--- src/rtl/bounce_gen_pkg.sv ---
// Shared types and constants for the contact-bounce emulator and its LFSR.
package bounce_gen_pkg;

  localparam int                LFSR_W    = 16;
  localparam logic [LFSR_W-1:0] LFSR_TAPS = 16'hB400;
  localparam int                CNT_W     = 8;

  typedef enum logic {
    IDLE   = 1'b0,
    BOUNCE = 1'b1
  } state_t;

endpackage

--- src/rtl/lfsr16.sv ---
// Free-running 16-bit right-shifting Galois LFSR; a zero seed is replaced by 1
// so the register can never lock up in the all-zero state.
module lfsr16
  import bounce_gen_pkg::*;
(
  input  logic              clk,
  input  logic              rst,
  input  logic [LFSR_W-1:0] seed,
  output logic [LFSR_W-1:0] state
);

  logic [LFSR_W-1:0] state_reg;
  logic [LFSR_W-1:0] state_next;
  logic [LFSR_W-1:0] seed_eff;

  assign seed_eff = (seed == '0) ? {{(LFSR_W-1){1'b0}}, 1'b1} : seed;

  // The bit shifted out of position 0 is fed back into every tapped position.
  for (genvar gi = 0; gi < LFSR_W; gi++) begin : g_bit
    if (gi == LFSR_W - 1) begin : g_top
      assign state_next[gi] = state_reg[0] & LFSR_TAPS[gi];
    end else begin : g_mid
      assign state_next[gi] = state_reg[gi+1] ^ (state_reg[0] & LFSR_TAPS[gi]);
    end
  end

  always_ff @(posedge clk or negedge rst) begin
    if (!rst) begin
      state_reg <= seed_eff;
    end else begin
      state_reg <= state_next;
    end
  end

  assign state = state_reg;

endmodule

--- src/rtl/bounce_gen.sv ---
// Contact-bounce emulator: every level change on in produces a random toggle burst on out.
// Define BOUNCE_GEN_STATS_EN to implement the toggle_cnt statistic; otherwise it reads 0.
module bounce_gen
  import bounce_gen_pkg::*;
#(
  parameter logic [CNT_W-1:0]  BOUNCE_LEN = 8'd200,
  parameter logic [LFSR_W-1:0] SEED       = 16'hACE1
) (
  input  logic             clk,
  input  logic             rst,
  input  logic             in,
  output logic             out,
  output logic             busy,
  output logic [CNT_W-1:0] toggle_cnt
);

  localparam logic [CNT_W-1:0] CNT_LAST = BOUNCE_LEN - CNT_W'(1);

  state_t            state_reg, state_next;
  logic              in_q_reg;
  logic              target_reg, target_next;
  logic [CNT_W-1:0]  cnt_reg, cnt_next;
  logic              out_reg, out_next;
  logic              busy_reg;
  logic              restart;
  logic [LFSR_W-1:0] lfsr_state;
  logic [LFSR_W-2:0] lfsr_unused;

  lfsr16 u_lfsr (
    .clk   (clk),
    .rst   (rst),
    .seed  (SEED),
    .state (lfsr_state)
  );

  // Only bit 0 drives the toggle decision.
  assign lfsr_unused = lfsr_state[LFSR_W-1:1];

  // A new level, whether from IDLE or as a reversal mid-window, always restarts the window.
  assign restart = (in_q_reg != target_reg);

  always_ff @(posedge clk or negedge rst) begin
    if (!rst) begin
      state_reg  <= IDLE;
      in_q_reg   <= 1'b0;
      target_reg <= 1'b0;
      cnt_reg    <= '0;
      out_reg    <= 1'b0;
      busy_reg   <= 1'b0;
    end else begin
      state_reg  <= state_next;
      in_q_reg   <= in;
      target_reg <= target_next;
      cnt_reg    <= cnt_next;
      out_reg    <= out_next;
      busy_reg   <= (state_next == BOUNCE);
    end
  end

  always_comb begin
    state_next  = state_reg;
    target_next = target_reg;
    cnt_next    = cnt_reg;
    out_next    = out_reg;
    if (restart) begin
      target_next = in_q_reg;
      out_next    = in_q_reg;
      cnt_next    = '0;
      state_next  = BOUNCE;
    end else if (state_reg == BOUNCE) begin
      if (cnt_reg == CNT_LAST) begin
        out_next   = target_reg;
        state_next = IDLE;
      end else begin
        cnt_next = cnt_reg + CNT_W'(1);
        if (lfsr_state[0]) begin
          out_next = ~out_reg;
        end
      end
    end
  end

  assign out  = out_reg;
  assign busy = busy_reg;

`ifdef BOUNCE_GEN_STATS_EN
  logic [CNT_W-1:0] toggle_cnt_reg;
  logic             toggle_hit;

  assign toggle_hit = (state_reg == BOUNCE) && !restart && (cnt_reg != CNT_LAST) && lfsr_state[0];

  always_ff @(posedge clk or negedge rst) begin
    if (!rst) begin
      toggle_cnt_reg <= '0;
    end else if (restart) begin
      toggle_cnt_reg <= '0;
    end else if (toggle_hit && (toggle_cnt_reg != '1)) begin
      toggle_cnt_reg <= toggle_cnt_reg + CNT_W'(1);
    end
  end

  assign toggle_cnt = toggle_cnt_reg;
`else
  assign toggle_cnt = '0;
`endif

endmodule
--- config.mk ---
export PLATFORM = sky130hd
export DESIGN_NAME = bounce_gen
export DESIGN_NICKNAME = d
export VERILOG_FILES = /design/src/rtl/bounce_gen_pkg.sv /design/src/rtl/lfsr16.sv /design/src/rtl/bounce_gen.sv
export SDC_FILE = /design/constraint.sdc
export NUM_CORES = 1
export LEC_CHECK = 0
export CAP_MARGIN = 5
export CORE_MARGIN = 1
export CORE_UTILIZATION = 40
export CTS_CLUSTER_DIAMETER = 200
export CTS_CLUSTER_SIZE = 10
export DETAILED_ROUTE_END_ITERATION = 6
export GPL_TIMING_DRIVEN = 0
export PLACE_DENSITY = 0.62
export SETUP_SLACK_MARGIN = 0.3
export SLEW_MARGIN = 25
export SYNTH_ARGS = -nofsm -noshare
export SYNTH_HDL_FRONTEND = slang
export SYNTH_SLANG_ARGS = --single-unit
export TNS_END_PERCENT = 100
--- constraint.sdc ---
create_clock -name clk -period 4.5 [get_ports clk]
set_clock_uncertainty 0.2 [all_clocks]
set_input_delay 0.9 -clock clk [delete_from_list [all_inputs] [get_ports clk]]
set_output_delay 0.9 -clock clk [all_outputs]
set_load 0.03 [all_outputs]
[Word level (Yosys, flattened, before mapping)]
Index checks and enable logic that the tools add are counted.
Cells by class
  add/sub/neg operators: 1
  equality and inequality tests: 3
  muxes and demuxes: 10
  bitwise operators: 4
  reductions and logical operators: 4
Operator list (count)
  8-bit two-way mux: 3
  8-bit by 1-bit adder with 8-bit output (second input constant): 1
  8-bit equality test (second input constant): 1
  1-bit two-way mux: 7
  2-bit AND reduction: 2
  3-bit nonzero test: 1
  1-bit XOR: 3
  2-bit inequality test (second input constant): 1
  2-bit nonzero test: 1
  1-bit inequality test: 1
  1-bit inverter: 1
Storage, ports and cells
  flip-flop bits (word level): 28
  bits of input ports: 3
  output and inout bits: 10
  logic and storage cells: 28

[Longest topological paths before layout]
  depth in word-level cells: 5
  gate-level depth with buffers: 5
  mapped depth without buffers: 5

[Worst setup path before layout]
Ideal clock, no wire load.
  kind: flip-flop to output port
  start: register busy_reg, in the netlist busy
  end: output busy
  arrival time: 615 ps
  slack: 2785 ps
  cell stages (with the launch flop): 1
  path buffers: 0
  cell sequence: dfrtp_1
RTL lines
  start, declared: line bounce_gen.sv:24  | logic busy_reg;
  start signal, assigned: line bounce_gen.sv:56  | busy_reg <= (state_next == BOUNCE);
  end, declared: line bounce_gen.sv:13  | output logic busy,
No word-level cell between the ends.

[Worst setup path in the final report]
  start: register busy_reg, in the netlist busy
  end: output busy
No word-level cell between the ends.

==> results.md <==
- GPL Wtd Cong: 0.818
- Die ar.: 2990 um2
- CP Capture Type: output port
- Largest net degree at the start of global routing: 29
- Hold path depth: 0
- GR peak layer: met1
- Min-Delay Path Class: flop to flop
- Flops & latches, synth: 28
- Final setup TNS: 0 ns
- First-pass GRT wire length: 2640 um
- Synth-to-layout area growth: 13.7%
- Pre-CTS WS: 2.16 ns
- CP max stage delay: 0.73 ns
- Fin area: 1260 um2
- Post-synthesis sequential area ratio: 0.641
- Worst VDD drop: 0.182 mV
- Largest family of logic cells by synthesized area: simple AND/OR/NAND/NOR gates
- Multi-input gate area: 349 um2
- Yosys warning count: 0
- Setup Viol. Count Final: 0
- P_leak: 0.592 nW
- Max reg flops: 16
- CTS tree: built
- Worst path buffer plus inverter count: 1
- M1 GR Usage: 0.189
- Routed length per instance: 11.2 um
- Core area: 2540 um2
- Slowest CP cell: clkdlybuf4s50_1
- Unique masters post-synth: 27
- Number of global-route vias before repair: 581
- Reg-to-reg startpoint: cnt_reg[0]
- Power per cell area: 370 nW/um2
- Final WS setup: 1.79 ns
- # DRC: 0
- Mapped Cells: 85
- Final Hold Fails: 0
- Fin nets: 105
- Levels on crit path: 1
- Ports: 13
- Clock transition at the registers of the reported paths: 0.15 ns
- Synth top area share: 0.451
- Critical path class: flop to output port
- Number of CTS-inserted buffers: 3
- Yosys top cell by area: dfrtp_1
- Max-cap check violation count: 0
- Mapped Area: 1110 um2
- Die H: 54.6 um
- Post-synth top cells: dfrtp_1, xor2_1, buf_4, dfstp_2, nor2_1
- # clock sinks: 28
- CP arrival: 1.61 ns
- Root Buffer: clkbuf_4
- Startpoint of the worst hold path: u_lfsr.state[6]
- Layout fillers: 234
- DP Cell Count: 126
- Synth Area in Adders: 0.0113
- Top cell family by delay on the critical path: buffers and inverters
- Post-synthesis mux area share: 0.0181
- Worst skew pair latency: 0.32 ns
- Longest Clk Path Bufs: 2
- Synth Area in XOR/XNOR: 0.0790
- First DRT Iteration DRCs: 12
- Ranking of synthesized cells by area: dfrtp_1, dfstp_2, xor2_1
- Worst reg-to-reg setup slack: 2.74 ns
- Register Area: 711 um2
- Synth Flop Type: dfrtp_1
- Port Buffers: 4
- CP startpoint: busy
- Post-synth EDFFs: 0
- Initial antenna violation count: 0
- PostCTS Resize Cnt: 0
- Routing usage on met2: 0.173
- Drt via density: 4.63
- Met3 global-route usage: 0.0250
- Final non-filler cell total: 130
- Gr usage total: 0.130
- Status: completed
- Via count: 602
- Reg2reg path depth: 5
- Die extent in x: 54.6 um
- Most frequent cell after synthesis: dfrtp_1
- Final Max Tran Viols: 0
- Post-DP HPWL: 966 um
- Syn Area/Cell: 13.0 um2
- Placed cell area: 1210 um2
- Relative slew slack: 0.504
- Worst EP required: 3.40 ns
- Row cnt: 18
- Hold buffer count at CTS: 0
- Synth Area in Compound Gates: 0.0508
- Post-route antenna net violation count: 0
- # diodes: 0
- First-pass iteration count of the detailed router: 3
- Cells along the critical path: clkdlybuf4s50_1
- H-tree depth: 1
- Tcrit/Tclk final: 0.603
- Simple-Gate Fraction of Synth Area: 0.129
- Hold_ws: 0.165 ns
- Initial Util: 0.436
- CP startpoint kind: flop
- Unrepaired setup endpoints after global routing: false
- Final wirelength: 1460 um
- Async SR Flop Fraction: 1.00
- Peak Freq: 369 MHz
- Largest fanout on the critical path: 9
- Grt ovf: 0
- Min Tclk post-route: 2.71 ns
- Share of cells above drive strength 1: 0.250
- Slew @ Worst Pin: 0.742 ns
- Post-CTS Setup Repair Bufs: 0
per-layer routing:
layer	routed length (um)	share of wire
met2	637	0.44
met3	61	0.042
met4	19	0.013
met1	742	0.51
met5	0	0
worst register-to-register path, cell delays in order (launching register included):
cell	delay [ns]
dfrtp_1	0.40
ha_1	0.26
nand4b_1	0.14
nor4b_2	0.33
a311oi_1	0.15
nor3_1	0.20
logic make-up after synthesis:
family                   after synthesis
flip-flops                            28
AND/OR/NAND/NOR                       24
buffers and inverters                 12
XOR/XNOR                              10
AO/OA/AOI/OAI                          7
multiplexers                           2
adder cells (fa/ha/maj)                1
other                                  1
cell type report:
| type | count | share of cell area |
|---|---|---|
| sequential | 28 | 0.564 |
| multi-input combinational | 52 | 0.277 |
| buffer | 10 | 0.0536 |
| tap | 30 | 0.0298 |
| timing repair buffer | 4 | 0.0278 |
| clock inverter | 1 | 0.0238 |
| clock buffer | 3 | 0.0179 |
| inverter | 2 | 0.00596 |
metrics by stage:
| stage | power, mW | utilization |
|---|---|---|
| after CTS | 0.471 | 0.495 |
| after global placement | 0.311 | 0.476 |
| final | 0.466 | 0.495 |
| after detailed placement | 0.311 | 0.474 |
| after floorplan | 0.299 | - |
| after global routing | 0.490 | 0.495 |
placed cells by master (no fill, tap or decap), types with 2 or more instances in the layout:
cell type,synthesis,routed
nor2_1,6,6
nand4b_1,2,2
mux2i_1,2,2
conb_1,1,8
clkdlybuf4s50_1,0,3
nand2_1,4,4
inv_1,2,2
nand4_1,4,4
xor2_1,10,10
buf_4,8,8
and3_1,2,2
dfrtp_1,20,20
clkbuf_1,2,2
dfstp_2,8,8
clkbuf_4,0,3
path summary, 6_finish.rpt:
kind / to
worst max-delay path: busy
worst min-delay path: u_lfsr.state[5]
worst max register to register: out
worst min register to register: u_lfsr.state[5]
max in group asynchronous: u_lfsr.state[5]
min in group asynchronous: out
power breakdown:
part	switching, mW	internal [mW]	total [mW]
registers	0.00656	0.258	0.265
logic	0.0264	0.0150	0.0414
clock network	0.0693	0.0900	0.159
total	0.102	0.363	0.466
Power figures use the tool's default switching activity.
